<file path="src/rtl/uart_rx.sv">
// uart_rx: 8N1 UART receiver, 16x oversampled from a fractional baud accumulator.
// Define UART_RX_GLITCH_FILTER_EN for majority-of-3 sampling around mid-bit.
module uart_rx #(
    parameter int BAUD              = 115200,
    parameter int SOURCE_FREQ       = 25000000,
    parameter int ACCUMULATOR_WIDTH = 16
) (
    input  logic       sourceClk,
    input  logic       reset,
    input  logic       rx_in,
    output logic [7:0] rx_byte,
    output logic       rx_complete,
    output logic       rx_frame_err,
    output logic       rx_busy
);
    localparam int W = ACCUMULATOR_WIDTH;
    localparam longint COUNT_INC_L =
        ((longint'(BAUD) << (W - 3)) + longint'(SOURCE_FREQ >> 8)) / longint'(SOURCE_FREQ >> 7);
    localparam logic [W:0] COUNT_INC = (W + 1)'(COUNT_INC_L);

    typedef enum logic [2:0] {RX_IDLE, RX_START, RX_DATA, RX_STOP, RX_WAIT_IDLE} state_t;

    state_t     state, state_next;
    logic       sync1, rxs;
    logic [W:0] acc;
    logic       tick, dp, sample, start_det;
    logic [3:0] ph;
    logic [2:0] bit_cnt;
    logic [7:0] shreg;

    assign tick      = acc[W];
    assign start_det = (state == RX_IDLE) && !rxs;
    assign rx_busy   = (state != RX_IDLE);

`ifdef UART_RX_GLITCH_FILTER_EN
    // taps[1] holds rxs from the ph=7 tick, taps[0] from the ph=8 tick; decide on the ph=9 tick
    logic [1:0] taps;
    assign dp     = tick && (ph == 4'd8);
    assign sample = (taps[1] & taps[0]) | (taps[1] & rxs) | (taps[0] & rxs);
    always_ff @(posedge sourceClk or negedge reset)
        if (!reset) taps <= 2'b11;
        else if (tick && (ph == 4'd6 || ph == 4'd7)) taps <= {taps[0], rxs};
`else
    assign dp     = tick && (ph == 4'd7);
    assign sample = rxs;
`endif

    always_ff @(posedge sourceClk or negedge reset)
        if (!reset) state <= RX_IDLE;
        else state <= state_next;

    always_comb begin
        state_next = state;
        case (state)
            RX_IDLE:      state_next = rxs ? RX_IDLE : RX_START;
            RX_START:     state_next = !dp ? RX_START : sample ? RX_IDLE : RX_DATA;
            RX_DATA:      state_next = (dp && bit_cnt == 3'd7) ? RX_STOP : RX_DATA;
            RX_STOP:      state_next = !dp ? RX_STOP : sample ? RX_IDLE : RX_WAIT_IDLE;
            RX_WAIT_IDLE: state_next = rxs ? RX_IDLE : RX_WAIT_IDLE;
            default:      state_next = RX_IDLE;
        endcase
    end

    always_ff @(posedge sourceClk or negedge reset) begin
        if (!reset) begin
            sync1        <= 1'b1;
            rxs          <= 1'b1;
            acc          <= '0;
            ph           <= '0;
            bit_cnt      <= '0;
            shreg        <= '0;
            rx_byte      <= '0;
            rx_complete  <= 1'b0;
            rx_frame_err <= 1'b0;
        end else begin
            sync1        <= rx_in;
            rxs          <= sync1;
            // restart the bit-phase grid on the detected start edge
            acc          <= start_det ? '0 : {1'b0, acc[W-1:0]} + COUNT_INC;
            ph           <= (state == RX_IDLE) ? 4'd0 : ph + 4'(tick);
            bit_cnt      <= (state == RX_IDLE) ? 3'd0 : (state == RX_DATA && dp) ? bit_cnt + 3'd1 : bit_cnt;
            shreg        <= (state == RX_DATA && dp) ? {sample, shreg[7:1]} : shreg;
            rx_byte      <= (state == RX_STOP && dp && sample) ? shreg : rx_byte;
            rx_complete  <= (state == RX_STOP) && dp && sample;
            rx_frame_err <= (state == RX_STOP) && dp && !sample;
        end
    end
endmodule

</file>
<file path="config.mk">
export PLATFORM = sky130hd
export DESIGN_NAME = uart_rx
export DESIGN_NICKNAME = d
export VERILOG_FILES = /design/src/rtl/uart_rx.sv
export SDC_FILE = /design/constraint.sdc
export NUM_CORES = 1
export LEC_CHECK = 0
export ABC_AREA = 0
export ABC_CLOCK_PERIOD_IN_PS = 1520
export CAP_MARGIN = 0
export CORE_ASPECT_RATIO = 0.9
export CORE_MARGIN = 5
export CORE_UTILIZATION = 50
export CTS_CLUSTER_DIAMETER = 200
export DETAILED_ROUTE_END_ITERATION = 8
export GPL_ROUTABILITY_DRIVEN = 1
export PLACE_DENSITY = 0.83
export SYNTH_ARGS = -nofsm -noshare
export SYNTH_HDL_FRONTEND = slang
export SYNTH_SLANG_ARGS = --single-unit
</file>
<file path="constraint.sdc">
create_clock -name sourceClk -period 1.52 [get_ports sourceClk]
set_input_delay 0.38 -clock sourceClk [delete_from_list [all_inputs] [get_ports sourceClk]]
set_output_delay 0.38 -clock sourceClk [all_outputs]
set_load 0.01 [all_outputs]
</file>
==> results of run 1 <==
==> routing by layer <==
layer  part of all wire (%)  up-vias  global-route usage, %
li1                       -      593                      -
met1                     41      621                   17.8
met2                     52       18                   27.4
met3                    4.0       10                   6.10
met4                    2.9        0                   9.28
met5                      0        -                      0
==> power by group <==
part | leakage, nW | switching, mW | total (mW) | internal (mW)
clock | 0.0441 | 0.394 | 0.716 | 0.322
sequential | 0.553 | 0.00484 | 1.13 | 1.12
combinational | 0.457 | 0.0227 | 0.0317 | 0.00899
==> cell usage after synthesis (all sizes together), types with 3 or more instances <==
cell / n / area, um^2
nor2: 16 / 70.1
or3: 4 / 25.0
nand2: 5 / 18.8
a21oi: 8 / 40.0
o211ai: 4 / 30.0
mux2: 16 / 180
nor3: 3 / 20.0
dfrtp: 40 / 1000
inv: 6 / 22.5
o21ai: 6 / 30.0
nand4: 5 / 52.6
xnor2: 4 / 35.0
ha: 5 / 62.6
==> timing repair <==
item,CTS,global route
pin swaps,4,6
setup endpoints to repair,14,20
gates resized for setup,18,11
buffers inserted,3,2
hold endpoints to repair,0,0
gates cloned,0,1
==> through the flow <==
| step | setup WS (ns) | hold slack, ns | setup TNS [ns] | instances |
|---|---|---|---|---|
| 2_1_floorplan | 0.0632 | 0.0844 | 0 | 149 |
| 3_3_place_gp | 0.0364 | 0.347 | 0 | 212 |
| 3_5_place_dp | -0.0162 | 0.349 | -0.0320 | 212 |
| 4_1_cts | 0.00240 | 0.0330 | 0 | 223 |
| 5_1_grt | -0.0355 | 0.0421 | -0.0466 | 226 |
| 6_report | 0.0379 | 0.0375 | 0 | 226 |
==> sequential cells by signal, indices dropped and copies added (netlist names) <==
| register | cells |
|---|---|
| acc | 12 |
| rx_byte | 8 |
| shreg | 8 |
| ph | 4 |
| bit_cnt | 3 |
| state | 3 |
| rx_complete | 1 |
| rx_frame_err | 1 |
| rxs | 1 |
| sync1 | 1 |
==> layout by cell type (no fill, tap or decap), types with 2 or more instances in the layout <==
| cell | n |
|---|---|
| a21oi_2 | 2 |
| dfstp_2 | 2 |
| nor2_1 | 13 |
| o21ai_1 | 2 |
| nor2_2 | 2 |
| nor2b_1 | 2 |
| and4_1 | 2 |
| a21oi_1 | 6 |
| nand4_1 | 3 |
| xnor2_1 | 4 |
| mux2_2 | 15 |
| dfrtp_1 | 40 |
| o21ai_0 | 4 |
| inv_1 | 6 |
| or3_1 | 3 |
| nor3_1 | 2 |
| buf_6 | 2 |
| clkbuf_8 | 5 |
| o211ai_1 | 4 |
| nand3_1 | 2 |
| ha_1 | 5 |
| nand4_4 | 3 |
| nand2_1 | 5 |
| buf_4 | 13 |
| dlygate4sd2_1 | 10 |
==> final timing paths <==
| kind | start | to | depth (start not counted) |
|---|---|---|---|
| min reg2reg | sync1 | rxs | 0 |
| max | state[0] | rx_busy | 3 |
| max reg2reg | state[0] | shreg[5] | 5 |
| max in group asynchronous | reset | sync1 | 2 |
| min in group sourceClk | sync1 | rxs | 0 |
| min | reset | acc[13] | 2 |
==> kinds of logic (layout without fill, tap and decap cells) <==
family / Yosys count / after routing / synth area share, %
flip-flops: 42 / 42 / 57.8
multiplexers: 17 / 17 / 10.4
AO/OA/AOI/OAI: 23 / 23 / 7.83
buffers and inverters: 10 / 42 / 2.61
AND/OR/NAND/NOR: 47 / 48 / 15.5
adder cells (fa/ha/maj): 5 / 5 / 3.43
XOR/XNOR: 5 / 5 / 2.40
==> final cells by class <==
cell class	instances	area, um^2
inverters	6	22.5
well taps	44	55.1
flip-flops and latches	42	1050
clock inverters	3	21.3
repair buffers	28	243
multi-input cells	98	793
fillers	250	1200
clock buffers	5	68.8
==> worst register-to-register path, stage by stage (launching register included) <==
cell and delay, ns:
dfrtp_1 0.39, buf_4 0.15, nor2_2 0.14, and3_4 0.20, buf_6 0.14, mux2_2 0.34
==> summary.txt, run 1 <==
status: complete, no violations
largest net degree at the start of global routing: 43
worst-margin pin slew: 0.452 ns
Area growth syn-to-layout: 23.8%
Crit Path Max Fanout: 2
cell family with most CP delay: flip-flops
vias in the first global route: 1372
Core ar.: 3450 um^2
relative slew slack: 69.8%
WL/cell: 15.5 um
post-route cell area: 2260 um^2
DRC: 0
Finished Core Util: 65.4%
final-stage net count: 189
hold buffer count at cts: 0
via count: 1242
Tot Pwr: 1.87 mW
Hold Fails Final Rpt: 0
Buf/Inv on CP: 2
Synth cell types: 40
ys flop type: dfrtp_1
Clock Tree Buf Depth: 2
ANT cells: 0
initial core utilization: 52.8%
placed cell areas: 2070 um^2
fraction of layout cells with a size suffix above 1: 30.8%
Worst Setup End Kind: output pin
Root Driver: clkbuf_8
Pwr Density: 830 nW/um^2
antenna violations before repair: 0
worst skew pair latency: 0.31 ns
unrepaired setup endpoints after global routing: yes
H-tree depth: 2
endpoints failing setup: 0
number of vias per cell: 5.50
Die W: 73.7 um
fmax: 675 MHz
LEAKAGE: 1.05 nW
first-pass GRT wire length: 6010 um
GP Congestion: 0.773
die area: 4960 um^2
crit path kind: register to output pin
die height: 67.3 um
Slew Viols, Final: 0
Yosys reg bits: 42
max_cap viols: 0
final period utilization: 97.5%
Period minus WS final: 1.48 ns
syn nets: 157
GRT Residual Overflow: 0
clk_skew: 0.00760 ns
row count: 20
CP startpoint kind: register
Ports: 14
Routed Antenna Nets: 0
CP cell instances: nor3_2 > inv_1 > buf_6
Worst VDD drop: 0.593 mV
All-Layer GR Usage: 16.4%
IO buf count: 13
internal reg-to-reg setup slack: 0.04 ns
synth warn: 0
Hold Crit Class: input port to asynchronous set/reset pin
Worst-path clk slew: 0.08 ns
Final HPWL DP: 2370 um
CTS Buf Count: 5
Post-synth ARST share: 100%
CTS tree: done
first-iteration detailed-routing DRC count: 34
sequential-to-total area share from yosys stat: 57.8%
EDFF count, synth: 0
Post-Syn Area per Cell: 12.2 um^2
Cell Area, Synth: 1820 um^2
arrival time worst endpoint: 1.10 ns
Crit path largest cell delay: 0.39 ns
Detailed Routing Iterations Pass 1: 4
Post-Syn Instances: 149
Clock Sinks: 42
crit path max-delay cell type: dfrtp_1
wirelength, routed: 3500 um
required time worst endpoint: 1.14 ns
No activity file was read; power rests on OpenSTA's default activity.
==> run 2: changes to the inputs <==
- GPL_ROUTABILITY_DRIVEN: 1 -> not set
- RECOVER_POWER: not set -> 25
==> summary.txt, run 2 (synthesis gave the netlist of run 1 again) <==
Finished Core Util: 64.9% (-0.43 points)
WL/cell: 15.5 um (about the same)
via count: 1237 (-0.40%)
cell family with most CP delay: flip-flops
crit path kind: register to output pin
Most flops, register: acc
Routed Antenna Nets: 0 (unchanged)
final period utilization: 97.5% (about the same)
required time worst endpoint: 1.14 ns (about the same)
IO buf count: 13 (unchanged)
commonest non-fill, non-tap cell in the layout: dfrtp_1
post-place setup slack: -0.0162 ns (unchanged)
Period minus WS final: 1.48 ns (-0.0000743 ns)
Crit path largest cell delay: 0.39 ns (about the same)
wirelength, routed: 3500 um (about the same)
die height: 67.3 um (unchanged)
Ports: 14 (unchanged)
ANT cells: 0 (unchanged)
hold buffer count at cts: 0 (unchanged)
DRC: 0 (unchanged)
antenna violations before repair: 0 (unchanged)
CP cell instances: nor3_2 > inv_1 > buf_6
vias in the first global route: 1372 (unchanged)
Worst-path clk slew: 0.08 ns (about the same)
worst skew pair latency: 0.31 ns (about the same)
status: complete, no violations
number of vias per cell: 5.47 (-0.40%)
initial core utilization: 52.8% (unchanged)
Die W: 73.7 um (unchanged)
Regs by FF count: acc: 12 flops, rx_byte: 8 flops, shreg: 8 flops
largest net degree at the start of global routing: 43 (unchanged)
Root Driver: clkbuf_8
Hold Fails Final Rpt: 0 (unchanged)
crit path max-delay cell type: dfrtp_1
final-stage net count: 189 (unchanged)
Hold Crit Class: input port to asynchronous set/reset pin
Core ar.: 3450 um^2 (unchanged)
CTS Buf Count: 5 (unchanged)
fmax: 675 MHz (about the same)
Fin Setup TNS: 0 ns (unchanged)
arrival time worst endpoint: 1.10 ns (about the same)
relative slew slack: 33.8% (-36 points)
max_cap viols: 0 (unchanged)
row count: 20 (unchanged)
worst-margin pin slew: 0.993 ns (+0.541 ns)
Slew Viols, Final: 0 (unchanged)
H-tree depth: 2 (unchanged)
R2R Path Start: state[0]
first-iteration detailed-routing DRC count: 39 (+15%)
setup ws final: 0.0380 ns (+0.0000743 ns)
Buf/Inv on CP: 2 (unchanged)
CTS tree: done
clk_skew: 0.00761 ns (+0.00000694 ns)
Area growth syn-to-layout: 23.0%
Final HPWL DP: 2370 um (unchanged)
internal reg-to-reg setup slack: 0.04 ns (about the same)
WHS: 0.318 ns (+0.281 ns)
endpoints failing setup: 0 (unchanged)
Crit Path Max Fanout: 2 (unchanged)
Detailed Routing Iterations Pass 1: 4 (unchanged)
All-Layer GR Usage: 16.4% (unchanged)
first-pass GRT wire length: 6010 um (unchanged)
fraction of layout cells with a size suffix above 1: 30.8% (unchanged)
GP Congestion: 0.773 (unchanged)
Worst VDD drop: 0.592 mV (-0.23%)
Clock Sinks: 42 (unchanged)
Clock Tree Buf Depth: 2 (unchanged)
LEAKAGE: 1.05 nW (-0.50%)
CP startpoint kind: register
Worst Setup End Kind: output pin
max reg flops: 12 (unchanged)
commonest cells after routing, fill and taps aside: dfrtp_1, mux2_2, nor2_1, buf_4, dlygate4sd2_1
die area: 4960 um^2 (unchanged)
GRT Residual Overflow: 0 (unchanged)
worst reg2reg path depth: 5 (unchanged)
Pwr Density: 834 nW/um^2 (+0.39%)
r2r endpoint: shreg[5]
unrepaired setup endpoints after global routing: yes
run 2: cell types whose count changed in the layout (fill, tap and decap cells not counted):
cell | before | now
clkbuf_2 | 0 | 1
buf_12 | 1 | 0
run 2: repair_timing:
| action | 4_1_cts | 5_1_grt |
|---|---|---|
| endpoints found under the hold margin | 0 | 0 |
| pin swaps | 4 | 6 |
| gates cloned | 0 | 1 |
| buffers inserted | 3 | 2 |
| setup endpoints to repair | 14 | 20 |
| gates resized for setup | 18 | 11 |
run 2: how the worst max path moves through the flow:
stage | startpoint | end | cells after the start
2_1_floorplan | ph[1] | shreg[0] | 5
3_3_place_gp | state[0] | rx_busy | 3
3_5_place_dp | acc[5] | acc[13] | 6
4_1_cts | ph[0] | shreg[5] | 5
5_1_grt | state[0] | rx_busy | 3
6_report | state[0] | rx_busy | 3
run 2: stage by stage:
stage,cell area [um^2],std cells,power (mW)
final,2240,226,1.87
after global routing,2240,226,1.97
after CTS,2180,223,1.91
after detailed placement,2070,212,1.18
after global placement,2070,212,1.18
after floorplan,1820,149,1.15
run 2: per-layer routing:
| layer | up-vias | track usage (%) | part of all wire, % |
|---|---|---|---|
| li1 | 594 | - | - |
| met4 | 0 | 9.28 | 2.9 |
| met2 | 18 | 27.4 | 52 |
| met3 | 10 | 6.10 | 4.0 |
| met5 | - | 0 | 0 |
| met1 | 615 | 17.8 | 41 |
run 2: final cells by class:
class,instances,area (um^2)
clock buffer,5,68.8
inverter,6,22.5
tap,44,55.1
timing repair buffer,28,228
multi-input combinational,98,793
clock inverter,3,21.3
fill,252,1210
sequential,42,1050
run 2: report_power, final:
part / switching, mW / internal [mW] / total, mW
clock: 0.394 / 0.322 / 0.717
sequential: 0.00485 / 1.12 / 1.13
combinational: 0.0220 / 0.00437 / 0.0263
total: 0.421 / 1.45 / 1.87
